### config.mk
export PLATFORM = sky130hd
export DESIGN_NAME = seven_seg_capture
export DESIGN_NICKNAME = d
export VERILOG_FILES = /design/src/rtl/seven_seg_pkg.sv /design/src/rtl/seven_seg_capture_decode.sv /design/src/rtl/seven_seg_capture.sv
export SDC_FILE = /design/constraint.sdc
export NUM_CORES = 1
export LEC_CHECK = 0
export CAP_MARGIN = 0
export CORE_UTILIZATION = 45
export CTS_CLUSTER_SIZE = 30
export DETAILED_ROUTE_END_ITERATION = 8
export HOLD_SLACK_MARGIN = 0.06
export PLACE_DENSITY = 0.67
export RECOVER_POWER = 100
export SLEW_MARGIN = 20
export SYNTH_ARGS = -nofsm -noshare
export SYNTH_HDL_FRONTEND = slang
export SYNTH_SLANG_ARGS = --single-unit
### constraint.sdc
create_clock -name clk -period 4.6 [get_ports clk]
set_input_delay 0.92 -clock clk [delete_from_list [all_inputs] [get_ports clk]]
set_output_delay 0.92 -clock clk [all_outputs]
set_load 0.02 [all_outputs]
### src/rtl/seven_seg_pkg.sv
// Shared definitions for the seven-segment capture path: segment codes,
// bus width and the digit phase type.
package seven_seg_pkg;

  localparam int SEG_W = 7;

  // Segment codes as {g,f,e,d,c,b,a}, active-high.
  localparam logic [SEG_W-1:0] SEG_0 = 7'h3F;
  localparam logic [SEG_W-1:0] SEG_1 = 7'h06;
  localparam logic [SEG_W-1:0] SEG_2 = 7'h5B;
  localparam logic [SEG_W-1:0] SEG_3 = 7'h4F;
  localparam logic [SEG_W-1:0] SEG_4 = 7'h66;
  localparam logic [SEG_W-1:0] SEG_5 = 7'h6D;
  localparam logic [SEG_W-1:0] SEG_6 = 7'h7D;
  localparam logic [SEG_W-1:0] SEG_7 = 7'h07;
  localparam logic [SEG_W-1:0] SEG_8 = 7'h7F;
  localparam logic [SEG_W-1:0] SEG_9 = 7'h6F;
  localparam logic [SEG_W-1:0] SEG_A = 7'h77;
  localparam logic [SEG_W-1:0] SEG_B = 7'h7C;
  localparam logic [SEG_W-1:0] SEG_C = 7'h39;
  localparam logic [SEG_W-1:0] SEG_D = 7'h5E;
  localparam logic [SEG_W-1:0] SEG_E = 7'h79;
  localparam logic [SEG_W-1:0] SEG_F = 7'h71;

  typedef enum logic {PH_HI, PH_LO} phase_t;

endpackage

### src/rtl/seven_seg_capture_decode.sv
// Combinational seven-segment to hex decoder; unknown codes read as 0
// and are flagged through legal.
module seg_decode
  import seven_seg_pkg::*;
(
  input  logic [SEG_W-1:0] segment,
  output logic [3:0]       value,
  output logic             legal
);

  always_comb begin
    value = 4'h0;
    legal = 1'b1;
    case (segment)
      SEG_0: value = 4'h0;
      SEG_1: value = 4'h1;
      SEG_2: value = 4'h2;
      SEG_3: value = 4'h3;
      SEG_4: value = 4'h4;
      SEG_5: value = 4'h5;
      SEG_6: value = 4'h6;
      SEG_7: value = 4'h7;
      SEG_8: value = 4'h8;
      SEG_9: value = 4'h9;
      SEG_A: value = 4'hA;
      SEG_B: value = 4'hB;
      SEG_C: value = 4'hC;
      SEG_D: value = 4'hD;
      SEG_E: value = 4'hE;
      SEG_F: value = 4'hF;
      default: legal = 1'b0;
    endcase
  end

endmodule

### src/rtl/seven_seg_capture.sv
// Receive side of the two-digit multiplexed seven-segment link: pairs up
// strobed digits, decodes them and watches for a stalled transmitter.
module seven_seg_capture
  import seven_seg_pkg::*;
#(
  parameter int TIMEOUT = 50000,
  parameter int CBITS   = 16
) (
  input  logic             clk,
  input  logic             rst,
  input  logic [SEG_W-1:0] segment,
  input  logic             sig,
  output logic [13:0]      both7seg,
  output logic [3:0]       digit_hi,
  output logic [3:0]       digit_lo,
  output logic             valid,
  output logic             err,
  output logic             link_lost
);

  phase_t             phase_reg, phase_next;
  logic [SEG_W-1:0]   hold_hi_reg;
  logic [3:0]         hold_dhi_reg;
  logic               hold_legal_reg;
  logic [CBITS-1:0]   wd_reg;
  logic [13:0]        both_reg;
  logic [3:0]         dhi_reg, dlo_reg;
  logic               valid_reg, err_reg, lost_reg;

  logic [3:0]         dec_value;
  logic               dec_legal;
  logic               commit;
  logic               expire;

  // One decoder on the live bus; the high digit's result is registered.
  seg_decode u_dec (
    .segment (segment),
    .value   (dec_value),
    .legal   (dec_legal)
  );

  assign commit = sig && (phase_reg == PH_LO);
  // A strobe in the cycle the counter would reach the limit wins.
  assign expire = !sig && (wd_reg == CBITS'(TIMEOUT - 1));

  always_comb begin
    phase_next = phase_reg;
    if (sig)
      phase_next = (phase_reg == PH_HI) ? PH_LO : PH_HI;
    else if (expire)
      phase_next = PH_HI;
  end

  always_ff @(posedge clk or negedge rst) begin
    if (!rst) begin
      phase_reg      <= PH_HI;
      hold_hi_reg    <= '0;
      hold_dhi_reg   <= '0;
      hold_legal_reg <= 1'b0;
      wd_reg         <= '0;
      both_reg       <= '0;
      dhi_reg        <= '0;
      dlo_reg        <= '0;
      valid_reg      <= 1'b0;
      err_reg        <= 1'b0;
      lost_reg       <= 1'b0;
    end else begin
      phase_reg <= phase_next;
      valid_reg <= commit;

      if (sig)
        wd_reg <= '0;
      else if (wd_reg != CBITS'(TIMEOUT))
        wd_reg <= wd_reg + CBITS'(1);

      if (sig)
        lost_reg <= 1'b0;
      else if (expire)
        lost_reg <= 1'b1;

      if (sig && phase_reg == PH_HI) begin
        hold_hi_reg    <= segment;
        hold_dhi_reg   <= dec_value;
        hold_legal_reg <= dec_legal;
      end

      if (commit) begin
        both_reg <= {hold_hi_reg, segment};
        dhi_reg  <= hold_dhi_reg;
        dlo_reg  <= dec_value;
        err_reg  <= !(hold_legal_reg && dec_legal);
      end
    end
  end

  assign both7seg  = both_reg;
  assign digit_hi  = dhi_reg;
  assign digit_lo  = dlo_reg;
  assign valid     = valid_reg;
  assign err       = err_reg;
  assign link_lost = lost_reg;

endmodule

* After elaboration in Yosys (flattened, before gate mapping)
Cells that the tools add are included.
** Cells by class
- Add/sub/neg operators :: 1
- Eq/ne operators :: 18
- Muxes and demuxes :: 9
- Bitwise logic cells :: 1
- Reductions and logical operators :: 9
** Operator list (number)
- $eq 7x7->1 const B :: 12
- $pmux 4 s15 :: 1
- $mux 16 :: 2
- $add 16x1->16 const B :: 1
- $eq 16x16->1 const B :: 1
- $ne 16x16->1 const B :: 1
- $reduce_or 16->1 :: 1
- $eq 7x3->1 const B :: 2
- $eq 7x6->1 const B :: 2
- $mux 1 :: 6
- $logic_and 1x1->1 :: 4
- $reduce_bool 2->1 :: 2
- $logic_not 1->1 :: 2
- $not 1->1 :: 1
** Word-level totals
- Register bits :: 54
- Bits of input ports :: 10
- Output and inout port bits :: 25
- Word-level logic and storage cells :: 49

* Depth between registers and ports, before layout
- Depth in word-level cells :: 5
- Gate-level depth with buffers :: 6
- Depth with buffers taken out :: 5

* Modules after synthesis
From an unflattened synthesis, not the netlist that was laid out.
** Second synthesis, totals
- Cells, all modules :: 235
- Area total of the unflattened synthesis :: 2700.1 um^2
** Modules (own cells, without submodules)
- seven_seg_capture :: times used 1, cells an instance 178, area each 2299.7 um^2, sequential area each 1351.3 um^2
- seg_decode :: times used 1, cells an instance 57, area each 400.4 um^2, sequential area each 0.0 um^2

* Least setup slack after synthesis
No wires, ideal clock.
- Path type :: input port to flip-flop
- Start point :: input port segment[6]
- End point :: register hold_legal_reg
- Library setup time :: 139 ps
- Arrival time :: 1986 ps
- Required time :: 4461 ps
- Setup slack :: 2475 ps
- Stages :: 6
- Buffers on the path :: 1
- Path through :: buf_6 and2b_1 a32o_1 o21bai_4 nor4_2 o21ai_0
** On the way
- Longest elaborated chain between the ends :: 3
- Elaborated cells between the ends (all ways) :: 18
- Those cells by class :: eq/ne: 16; mux: 1; reduce/logical: 1
** RTL lines
- start: declaration :: line seven_seg_capture.sv:11 : input logic [SEG_W-1:0] segment,
- $eq 7x6->1, or another cell as far along :: line seven_seg_capture_decode.sv:14 : case (segment)
- $reduce_or 16->1 (no line) *
- $mux 1 * :: line seven_seg_capture_decode.sv:14
- end signal: assignment :: line seven_seg_capture.sv:84 : hold_legal_reg <= dec_legal;
- end: declaration :: line seven_seg_capture.sv:24 : logic hold_legal_reg;
Every way passes the cells marked *; elsewhere a longest branch is shown, timed or not.
A chain may end at the register's enable or synchronous reset.

* Final worst setup path
- Start point :: input port sig
- End point :: register dhi_reg[0], in the netlist digit_hi[0]
** On the way
- Longest elaborated chain between the ends :: 1
** RTL lines
- start: declaration :: line seven_seg_capture.sv:12 : input logic sig,
- $logic_and 1x1->1 :: line seven_seg_capture.sv:42 : assign commit = sig && (phase_reg == PH_LO);
- via commit :: line seven_seg_capture.sv:32 : logic commit;
- end signal: assignment :: line seven_seg_capture.sv:89 : dhi_reg <= hold_dhi_reg;
- end: declaration :: line seven_seg_capture.sv:27 : logic [3:0] dhi_reg, dlo_reg;
The timed path passes the listed nets, and every way through them passes these cells.

==> impl_metrics.env <==
export IMPL_hold_end="digit_lo[0]"
export IMPL_synth_edf_count=0
export IMPL_worstSetupEndpointType="register"
export IMPL_async_flop_share=1.000
export IMPL_iteration_count_of_the_initial_detailed_routing_pass=4
export IMPL_met1_usage_in_global_routing=0.2515
export IMPL_worst_skew_pair_late_latency_ns=0.31
export IMPL_dp_hpwl_um=3149
export IMPL_yosys_most_used_dff="dfrtp_1"
export IMPL_remaining_drc_errors=0
export IMPL_total_count_of_max_transition_violations_in_the_final_report=0
export IMPL_final_util=0.5508
export IMPL_std_cell_rows=27
export IMPL_grt_max_degree=55
export IMPL_post_cts_setup_buffers=0
export IMPL_route_final_wire_length_um=4807
export IMPL_fp_dieW_um=78.20
export IMPL_fin_crit_ns=3.161
export IMPL_met2_usage=0.2474
export IMPL_timing_fmax_mhz=316.3
export IMPL_grt_overflow=0
export IMPL_clock_tree_root_buffer_cell="clkbuf_8"
export IMPL_layout_area_overhead_vs_synth_pct=16.81
export IMPL_synth_yosys_seq_area_share=0.5172
export IMPL_r2r_end="wd_reg[1]"
export IMPL_setup_viol=0
export IMPL_globalRouteMet3Util=0.03605
export IMPL_worst_slew_pin_slew_ns=0.9539
export IMPL_drtIter0Drc=110
export IMPL_clkSlewWorstSetupHoldPaths_ns=0.09
export IMPL_globalRouteTotalUtil=0.1700
export IMPL_clock_tree_from_tritoncts="yes"
export IMPL_drv_max_cap_violation_count=0
export IMPL_timing_hold_worst_class="reg -> reg"
export IMPL_tritoncts_num_buffers=5
export IMPL_avgViaCountPerCell=5.374
export IMPL_power_density_nw_per_um2=393.7
export IMPL_finalHoldViolCount=0
export IMPL_wl_per_cell_um=14.39
export IMPL_ant_nets=0
export IMPL_critPathKind="in -> reg"
export IMPL_static_leakage_power_uw=0.001325
export IMPL_detailroute_via_count=1795
export IMPL_die_area_um2=6114
export IMPL_synthesis_yosys_warnings=0
export IMPL_first_global_vias=1641
export IMPL_slew_headroom=0.3625
export IMPL_portBuffers=34
export IMPL_gpl_final_weighted_congestion=0.8473
export IMPL_final_setup_skew_ns=0.007466
export IMPL_number_of_fill_cells_in_the_layout=511
export IMPL_cts_htree_levels=2
export IMPL_r2r_start="wd_reg[12]"
export IMPL_arrival_ns=3.36
export IMPL_cts_resized_gates=0
export IMPL_grt_setup_unrepaired="false"
export IMPL_post_synth_inst_count=232
export IMPL_antenna_found_initial=0
export IMPL_final_layout_size_suffix_gt1_frac=0.1641
export IMPL_setup_reg_to_reg_worst_slack_ns=2.75
export IMPL_post_cts_hold_buffer_count=0
export IMPL_max_reg_flops=16
export IMPL_floorplan_die_height_um=78.20
export IMPL_avgSynthCellArea_um2=11.26
export IMPL_worst_r2r_cell_count=5
export IMPL_critical_path_startpoint_type="input pin"
export IMPL_totalNegativeSetupSlack_ns=0
export IMPL_post_synth_most_frequent_cells="dfrtp_1 (54), mux2_2 (23), nor2_1 (23)"
export IMPL_synth_area_top_cells="dfrtp_1 (52%), mux2_2 (9.9%), nor2_1 (3.3%)"
export IMPL_finalCritPeriodShare=0.6872
export IMPL_design_core_area_um2=5540
export IMPL_start_util=0.4715
export IMPL_grt_first_pass_wirelength_um=8100
export IMPL_floorplan_io_pins=35
export IMPL_outcome="completed"
export IMPL_critical_path_required_ns=4.80
export IMPL_post_synth_top_count_cell="dfrtp_1"
export IMPL_global_route_peak_usage_layer="met1"
export IMPL_synth_distinct_cells=48
export IMPL_postSynthRegisterBits=54
export IMPL_synth_area_um2=2613
export IMPL_worstPathMaxFanout=27
export IMPL_min_from="digit_lo[0]"
export IMPL_worstHoldPathCells=2
export IMPL_cts_sinks=54
export IMPL_num_nets_final=273
export IMPL_diodes=0
export IMPL_vdd_ir_drop_max_mv=0.3051
export IMPL_post_synth_top_area_fraction=0.5172
export IMPL_dominant_cell_type_by_area_after_synthesis="dfrtp_1"
export IMPL_syn_num_nets=244
export IMPL_cts_path_max_buffers=2
-- where the power goes --
group	switching (uW)	internal (uW)
combinational	153	141
clock	156	162
sequential	40.6	549
total	350	852
-- stage by stage --
| stage | total power [uW] | instance area [um2] | cells | hold WS (ns) | setup WS (ns) |
|---|---|---|---|---|---|
| after floorplan | 769.7 | 2613 | 232 | 0.4444 | 2.475 |
| after global placement | 912.0 | 2940 | 326 | 0.4588 | 1.526 |
| after CTS | 1243 | 3054 | 334 | 0.4998 | 1.825 |
| after global routing | 1265 | 3052 | 334 | 0.5235 | 1.230 |
| final | 1202 | 3052 | 334 | 0.4858 | 1.439 |
| after detailed placement | 915.3 | 2940 | 326 | 0.4749 | 1.500 |
-- layout make-up --
cell class	instances	area [um2]	area share
Tap cell	72	90.09	0.02952
Inverter	5	18.77	0.006150
Sequential cell	54	1351	0.4428
Timing Repair Buffer	35	342.8	0.1123
Multi-Input combinational cell	160	1135	0.3719
Clock buffer	5	68.82	0.02255
Clock inverter	3	45.04	0.01476
-- layer usage --
| layer | up-vias | part of all wire |
|---|---|---|
| met3 | 6 | 0.042 |
| met5 | - | 0 |
| met2 | 45 | 0.45 |
| met1 | 870 | 0.49 |
| met4 | 0 | 0.012 |
| li1 | 874 | - |
-- cells by family (layout without fill, tap and decap cells) --
kind of cell | after synthesis | count (layout) | share of synthesized area
DFF | 54 | 54 | 0.5172
adders and majority gates | 2 | 2 | 0.009577
AOI/OAI and AO/OA | 33 | 33 | 0.08477
xor gates and xnor gates | 14 | 14 | 0.04694
buffers and inverters | 18 | 48 | 0.04741
and+or+nand+nor | 86 | 86 | 0.1873
muxes | 25 | 25 | 0.1068
-- worst max path at each step --
stage / start / end / slack, ns / cells after the start
2_1_floorplan: segment[6] / hold_legal_reg / 2.47 / 6
3_5_place_dp: sig / digit_hi[0] / 1.50 / 4
3_3_place_gp: sig / digit_hi[0] / 1.53 / 4
4_1_cts: sig / digit_hi[0] / 1.83 / 4
6_report: sig / digit_hi[0] / 1.44 / 4
5_1_grt: sig / digit_hi[0] / 1.23 / 4
-- worst max-delay path: stages --
cell and delay (ns):
dlygate4sd3_1 0.98, nand2_1 0.76, inv_1 0.33, mux2_2 0.36
-- placed cells by master, fill, tap and decap left out, types with 2 or more instances in the layout --
| cell type | instances |
|---|---|
| dlygate4sd3_1 | 27 |
| and2b_2 | 2 |
| o21ai_0 | 13 |
| a32o_1 | 2 |
| nand2_1 | 18 |
| nand2b_1 | 4 |
| a21oi_1 | 6 |
| nor4_1 | 4 |
| and3_1 | 2 |
| and2b_1 | 2 |
| clkbuf_8 | 5 |
| o31ai_1 | 2 |
| nand3_1 | 8 |
| mux2_2 | 23 |
| clkinvlp_4 | 2 |
| xnor2_1 | 7 |
| dfrtp_1 | 54 |
| nor2_1 | 23 |
| mux2i_1 | 2 |
| nand4_1 | 3 |
| ha_1 | 2 |
| a21o_1 | 3 |
| a311oi_1 | 2 |
| and4_1 | 2 |
| nor3b_1 | 5 |
| inv_1 | 5 |
| xor2_1 | 7 |
| clkdlybuf4s50_1 | 6 |
Note: power is estimated with default switching activity, not from simulation.
